==> config.mk <==
export PLATFORM = sky130hd
export DESIGN_NAME = dac_spi_driver
export DESIGN_NICKNAME = d
export VERILOG_FILES = /design/src/rtl/dac_spi_driver.sv
export SDC_FILE = /design/constraint.sdc
export NUM_CORES = 1
export LEC_CHECK = 0
export ABC_AREA = 1
export CAP_MARGIN = 30
export CORE_MARGIN = 3
export CORE_UTILIZATION = 30
export DETAILED_ROUTE_END_ITERATION = 8
export PLACE_DENSITY_LB_ADDON = 0.25
export SLEW_MARGIN = 20
export SYNTH_ARGS = -nofsm -noshare
export SYNTH_HDL_FRONTEND = slang
export SYNTH_SLANG_ARGS = --single-unit
==> constraint.sdc <==
create_clock -name sys_clk_i -period 2.2 [get_ports sys_clk_i]
set_clock_uncertainty 0.15 [all_clocks]
set_input_delay 0.55 -clock sys_clk_i [delete_from_list [all_inputs] [get_ports sys_clk_i]]
set_output_delay 0.55 -clock sys_clk_i [all_outputs]
set_load 0.005 [all_outputs]
==> src/rtl/dac_spi_driver.sv <==
// Two-channel SPI driver for a serial DAC: shifts one 16-bit frame per enabled channel,
// then strobes LDAC so both channel outputs update together.
module dac_spi_driver #(
   parameter int unsigned DAC_RES_WIDTH = 12,
   parameter int unsigned SCLK_DIV      = 2
) (
   input  logic                     sys_clk_i,
   input  logic                     sys_rst_i,
   input  logic                     ds_start_i,
   input  logic                     ds_en_1_i,
   input  logic                     ds_en_2_i,
   input  logic [DAC_RES_WIDTH-1:0] ds_data_1_i,
   input  logic [DAC_RES_WIDTH-1:0] ds_data_2_i,
   output logic                     ds_busy_o,
   output logic                     ds_done_o,
   output logic                     ds_sclk_o,
   output logic                     ds_mosi_o,
   output logic                     ds_cs_n_o,
   output logic                     ds_ldac_n_o
);

   localparam int unsigned DivW = $clog2(SCLK_DIV + 1);
   localparam logic [DivW-1:0] DivLast = DivW'(SCLK_DIV - 1);

   typedef enum logic [2:0] {
      StIdle,
      StLoad,
      StShift,
      StGap,
      StLdac,
      StDone
   } state_e;

   state_e                   state_q, state_d;
   logic [DivW-1:0]          div_q, div_d;
   logic [4:0]               bit_q, bit_d;
   logic                     sclk_q, sclk_d;
   logic [15:0]              shift_q, shift_d;
   logic                     ch_q, ch_d;
   logic                     en2_q, en2_d;
   logic [DAC_RES_WIDTH-1:0] data2_q, data2_d;
   logic                     div_last;

   // Sample is left-aligned into the 12-bit field with zero fill below.
   function automatic logic [15:0] make_frame(input logic ch,
                                              input logic [DAC_RES_WIDTH-1:0] sample);
      logic [11:0] aligned;
      aligned = 12'(sample) << (12 - DAC_RES_WIDTH);
      return {2'b00, ch, 1'b1, aligned};
   endfunction

   always_ff @(posedge sys_clk_i) begin
      if (sys_rst_i) begin
         state_q <= StIdle;
      end else begin
         state_q <= state_d;
      end
   end

   always_ff @(posedge sys_clk_i) begin
      if (sys_rst_i) begin
         div_q   <= '0;
         bit_q   <= '0;
         sclk_q  <= 1'b0;
         shift_q <= '0;
         ch_q    <= 1'b0;
         en2_q   <= 1'b0;
         data2_q <= '0;
      end else begin
         div_q   <= div_d;
         bit_q   <= bit_d;
         sclk_q  <= sclk_d;
         shift_q <= shift_d;
         ch_q    <= ch_d;
         en2_q   <= en2_d;
         data2_q <= data2_d;
      end
   end

   always_comb begin
      state_d  = state_q;
      div_d    = div_q;
      bit_d    = bit_q;
      sclk_d   = sclk_q;
      shift_d  = shift_q;
      ch_d     = ch_q;
      en2_d    = en2_q;
      data2_d  = data2_q;
      div_last = (div_q == DivLast);
      unique case (state_q)
         StIdle: begin
            if (ds_start_i) begin
               state_d = StLoad;
            end
         end
         StLoad: begin
            // Channel 1 is captured straight into the shift register; channel 2 waits.
            en2_d   = ds_en_2_i;
            data2_d = ds_data_2_i;
            div_d   = '0;
            bit_d   = '0;
            sclk_d  = 1'b0;
            if (ds_en_1_i) begin
               ch_d    = 1'b0;
               shift_d = make_frame(1'b0, ds_data_1_i);
               state_d = StShift;
            end else if (ds_en_2_i) begin
               ch_d    = 1'b1;
               shift_d = make_frame(1'b1, ds_data_2_i);
               state_d = StShift;
            end else begin
               shift_d = '0;
               state_d = StDone;
            end
         end
         StShift: begin
            if (div_last) begin
               div_d  = '0;
               sclk_d = ~sclk_q;
               if (sclk_q) begin
                  if (bit_q == 5'd15) begin
                     bit_d   = '0;
                     shift_d = '0;
                     state_d = StGap;
                  end else begin
                     bit_d   = bit_q + 5'd1;
                     shift_d = {shift_q[14:0], 1'b0};
                  end
               end
            end else begin
               div_d = div_q + DivW'(1);
            end
         end
         StGap: begin
            if (div_last) begin
               div_d = '0;
               if (!ch_q && en2_q) begin
                  ch_d    = 1'b1;
                  shift_d = make_frame(1'b1, data2_q);
                  state_d = StShift;
               end else begin
                  state_d = StLdac;
               end
            end else begin
               div_d = div_q + DivW'(1);
            end
         end
         StLdac: begin
            if (div_last) begin
               div_d   = '0;
               state_d = StDone;
            end else begin
               div_d = div_q + DivW'(1);
            end
         end
         StDone: begin
            state_d = StIdle;
         end
         default: begin
            state_d = StIdle;
         end
      endcase
   end

   always_comb begin
      ds_busy_o   = (state_q != StIdle);
      ds_done_o   = (state_q == StDone);
      ds_cs_n_o   = (state_q != StShift);
      ds_ldac_n_o = (state_q != StLdac);
      ds_sclk_o   = sclk_q;
      ds_mosi_o   = (state_q == StShift) ? shift_q[15] : 1'b0;
   end

endmodule

==> summary.md <==
| Metric | Value |
|---|---|
| Port Buffers | 34 |
| Routed via count | 2316 |
| Slew at the pin with the worst max-slew slack | 0.313 ns |
| Worst-path cell chain | buf_4, nor2_2, nand2_2, clkdlybuf4s50_1 |
| Final hold vios | 0 |
| Combinational share of power | 50.2% |
| Hold buffers post-CTS | 0 |
| Nets@finish | 434 |
| Clk root buf | clkbuf_8 |
| Share of post-route cells with drive strength above 1 | 9.41% |
| Total congestion overflow | 0 |
| Initial Util | 31.9% |
| Slew Limit Fails | 0 |
| First-pass GRT wire length | roughly 10000 um |
| Switch share | a little over two fifths |
| Worst R2R Path Depth | 8 |
| CTS buffer count | 5 |
| Count of final setup violators | 0 |
| Worst path max stage delay | between 0.4 and 0.5 ns |
| Worst hold stages | 2 |
| Crit-path max FO | 6 |
| CP startpoint | state_q[0] |
| Drt total wl | roughly 6000 um |
| Worst-Skew Late Latency | 0.30 ns |
| Commonest non-fill, non-tap cells in the layout | nand2_1 (97), nor2_1 (56), inv_1 (43), dfxtp_1 (40) |
| Peak Freq | 0.466 GHz |
| Critical Path RT | 1.50 ns |
| Crit path capture type | output pin |
| Status | complete, no violations |
| Syn nets | 392 |
| Final hold slack | between 0.2 and 0.3 ns |
| Worst vdd ir | 435 uV |
| Distinct cells, synth | 26 |
| Avg Vias per Cell | roughly 4.6 |
| Leakage | 0.00132 uW |
| DR WL/cell | ~12 um |
| CP Launch Type | flop |
| Syn. warnings | 0 |
| Mapped Cells | 362 |
| Dpl cells | 492 |
| Die height | about 92 um |
| Kind of critical path | flop to output pin |
| Reg2reg start | state_q[1] |
| Max-Cap Viols | 0 |
| Power Dens Cells | 1180 mW/mm^2 |
| Initial drt markers | 123 |
| Reg2Reg Capture Point | shift_q[12] |
| Post-synthesis sequential area ratio | between 30 and 40% |
| Worst Path Arrival | roughly 1.4 ns |
| Share of total power in the clock network | a little under a fifth |
| Synthesized area per cell | 6.19 um^2 |
| CTS H-tree lvls | 2 |
| Max clock buf depth | 2 |
| Die width | 92.4 um |
| Area grow syn2layout | 28.8% |
| Type of the most critical hold path | flop to flop |
| Sink Count | 41 |
| Reg2Reg Setup Slack | 0.40 ns |
| # DRC | 0 |
| CTS tree | built |
| Int Pwr | 1970 uW |
| Post-Syn Area | 0.00224 mm^2 |
| Largest net degree at the start of global routing | 26 |
| Crit path to | ds_ldac_n_o |
| GR Util All Layers | about 15% |
| Max-slew headroom | 79.1% |
| Number of global-route vias before repair | 2137 |
| Inserted Diodes | 0 |
| Area of the die | 0.00854 mm^2 |
| Initial DRT Pass Iterations | 4 |
| Routed Antenna Nets | 0 |
| Post-DP HPWL | between 4000 and 5000 um |
| Final min period | between 2 and 2.5 ns |
| FILL cells | 765 |
| Sequential share of power | 31.6% |
| Period utilization | 97.5% |
| Net load switching power | around 1400 uW |
| RD Place Congestion | 0.844 |
| #FFs+latches synth | 41 |
| Clk slew on worst S/H paths | 0.08 ns |
| Core Footprint | 0.00702 mm^2 |
| Most common cell after layout, fill and taps aside | nand2_1 |
| Antenna violations before repair | 0 |
| Site Rows | 30 |
| Non-Filler Instances | 500 |
| Final Total Pwr | 3390 uW |
| Critical path's slowest cell | clkdlybuf4s50_1 |
| IO Count | 35 |
sequential cells by signal, indices dropped and copies added (netlist names):
name and cells:
en2_q 1, ds_sclk_o 1, shift_q 16, div_q 2, bit_q 5, ch_q 1
state_q 3, data2_q 12
power groups by stage:
stage	Sequential, uW	Clock [uW]	Combinational, uW
detailed placement	1090	0	1650
finish	1070	618	1700
floorplan	1080	0	1160
global route	1100	664	1950
global placement	1080	0	1640
CTS	1070	625	1680
metrics by stage:
stage | instance area [um^2] | TNS (ns) | util, % | worst slack (ns)
after floorplan | 2240 | 0 | - | 0.645
after global placement | 2750 | 0 | 39.2 | 0.103
after detailed placement | 2750 | 0 | 39.2 | 0.118
after CTS | 2870 | 0 | 40.9 | 0.00271
after global routing | 2890 | -0.00393 | 41.1 | -0.00393
final | 2890 | 0 | 41.1 | 0.0554
kinds of logic (layout without fill, tap and decap cells):
| group | after synthesis | count (layout) | synth area share, % |
|---|---|---|---|
| xor gates and xnor gates | 1 | 1 | 0.391 |
| buffers and inverters | 61 | 103 | 11.2 |
| DFF | 41 | 41 | 36.6 |
| adders and majority gates | 1 | 1 | 0.559 |
| AOI/OAI and AO/OA | 59 | 59 | 14.6 |
| and+or+nand+nor | 199 | 199 | 36.6 |
cell usage after synthesis:
library cell | number | share of area, %
o22ai_1 | 7 | 2.0
buf_2 | 5 | 1.1
o21ai_1 | 3 | 0.67
o21bai_1 | 1 | 0.34
nand2_2 | 1 | 0.28
nand4_1 | 3 | 0.84
a31oi_1 | 1 | 0.28
a21oi_1 | 20 | 4.5
o22ai_4 | 1 | 0.89
ha_1 | 1 | 0.56
nor2_2 | 1 | 0.28
nor2_1 | 58 | 9.7
nand3_1 | 32 | 7.2
nand2_4 | 1 | 0.50
inv_1 | 43 | 7.2
o21ai_2 | 1 | 0.39
buf_6 | 2 | 1.0
nor3_1 | 2 | 0.45
inv_2 | 2 | 0.34
nand3b_1 | 1 | 0.34
dfxtp_1 | 41 | 37
xnor2_1 | 1 | 0.39
o21ai_0 | 25 | 5.6
clkbuf_1 | 9 | 1.5
nand2_1 | 99 | 17
nor2_4 | 1 | 0.50
worst max-delay path: cells and delay by family (launching register included):
kind / cells / cell delay (ns)
buffers and inverters: 2 / 0.61
DFF: 1 / 0.31
and+or+nand+nor: 2 / 0.23
what timing repair did:
action                                  CTS  global route
gates resized for setup                   4             5
hold endpoints to repair                  0             0
setup buffers                             1             0
endpoints found under the setup margin    4             3
cell type report:
class	count	area, um^2	area share, %
clock buffer	5	68.8	2.39
clock inverter	2	35.0	1.21
inverter	45	169	5.85
multi-input combinational	260	1190	41.2
sequential	41	822	28.5
tap	96	120	4.16
timing repair buffer	51	482	16.7
how the worst min path moves through the flow:
stage / from / endpoint
finish: div_q[1] / div_q[1]
floorplan: div_q[1] / div_q[1]
detailed placement: div_q[1] / div_q[1]
global route: data2_q[2] / data2_q[2]
CTS: div_q[1] / div_q[1]
global placement: div_q[1] / div_q[1]
per-layer routing:
layer / wire length, um / track usage (%)
met1: 2850 / 19.5
met2: 2850 / 24.3
met5: 0 / 0
met4: 104 / 5.32
met3: 217 / 2.36
No activity file was read; power rests on OpenSTA's default activity.
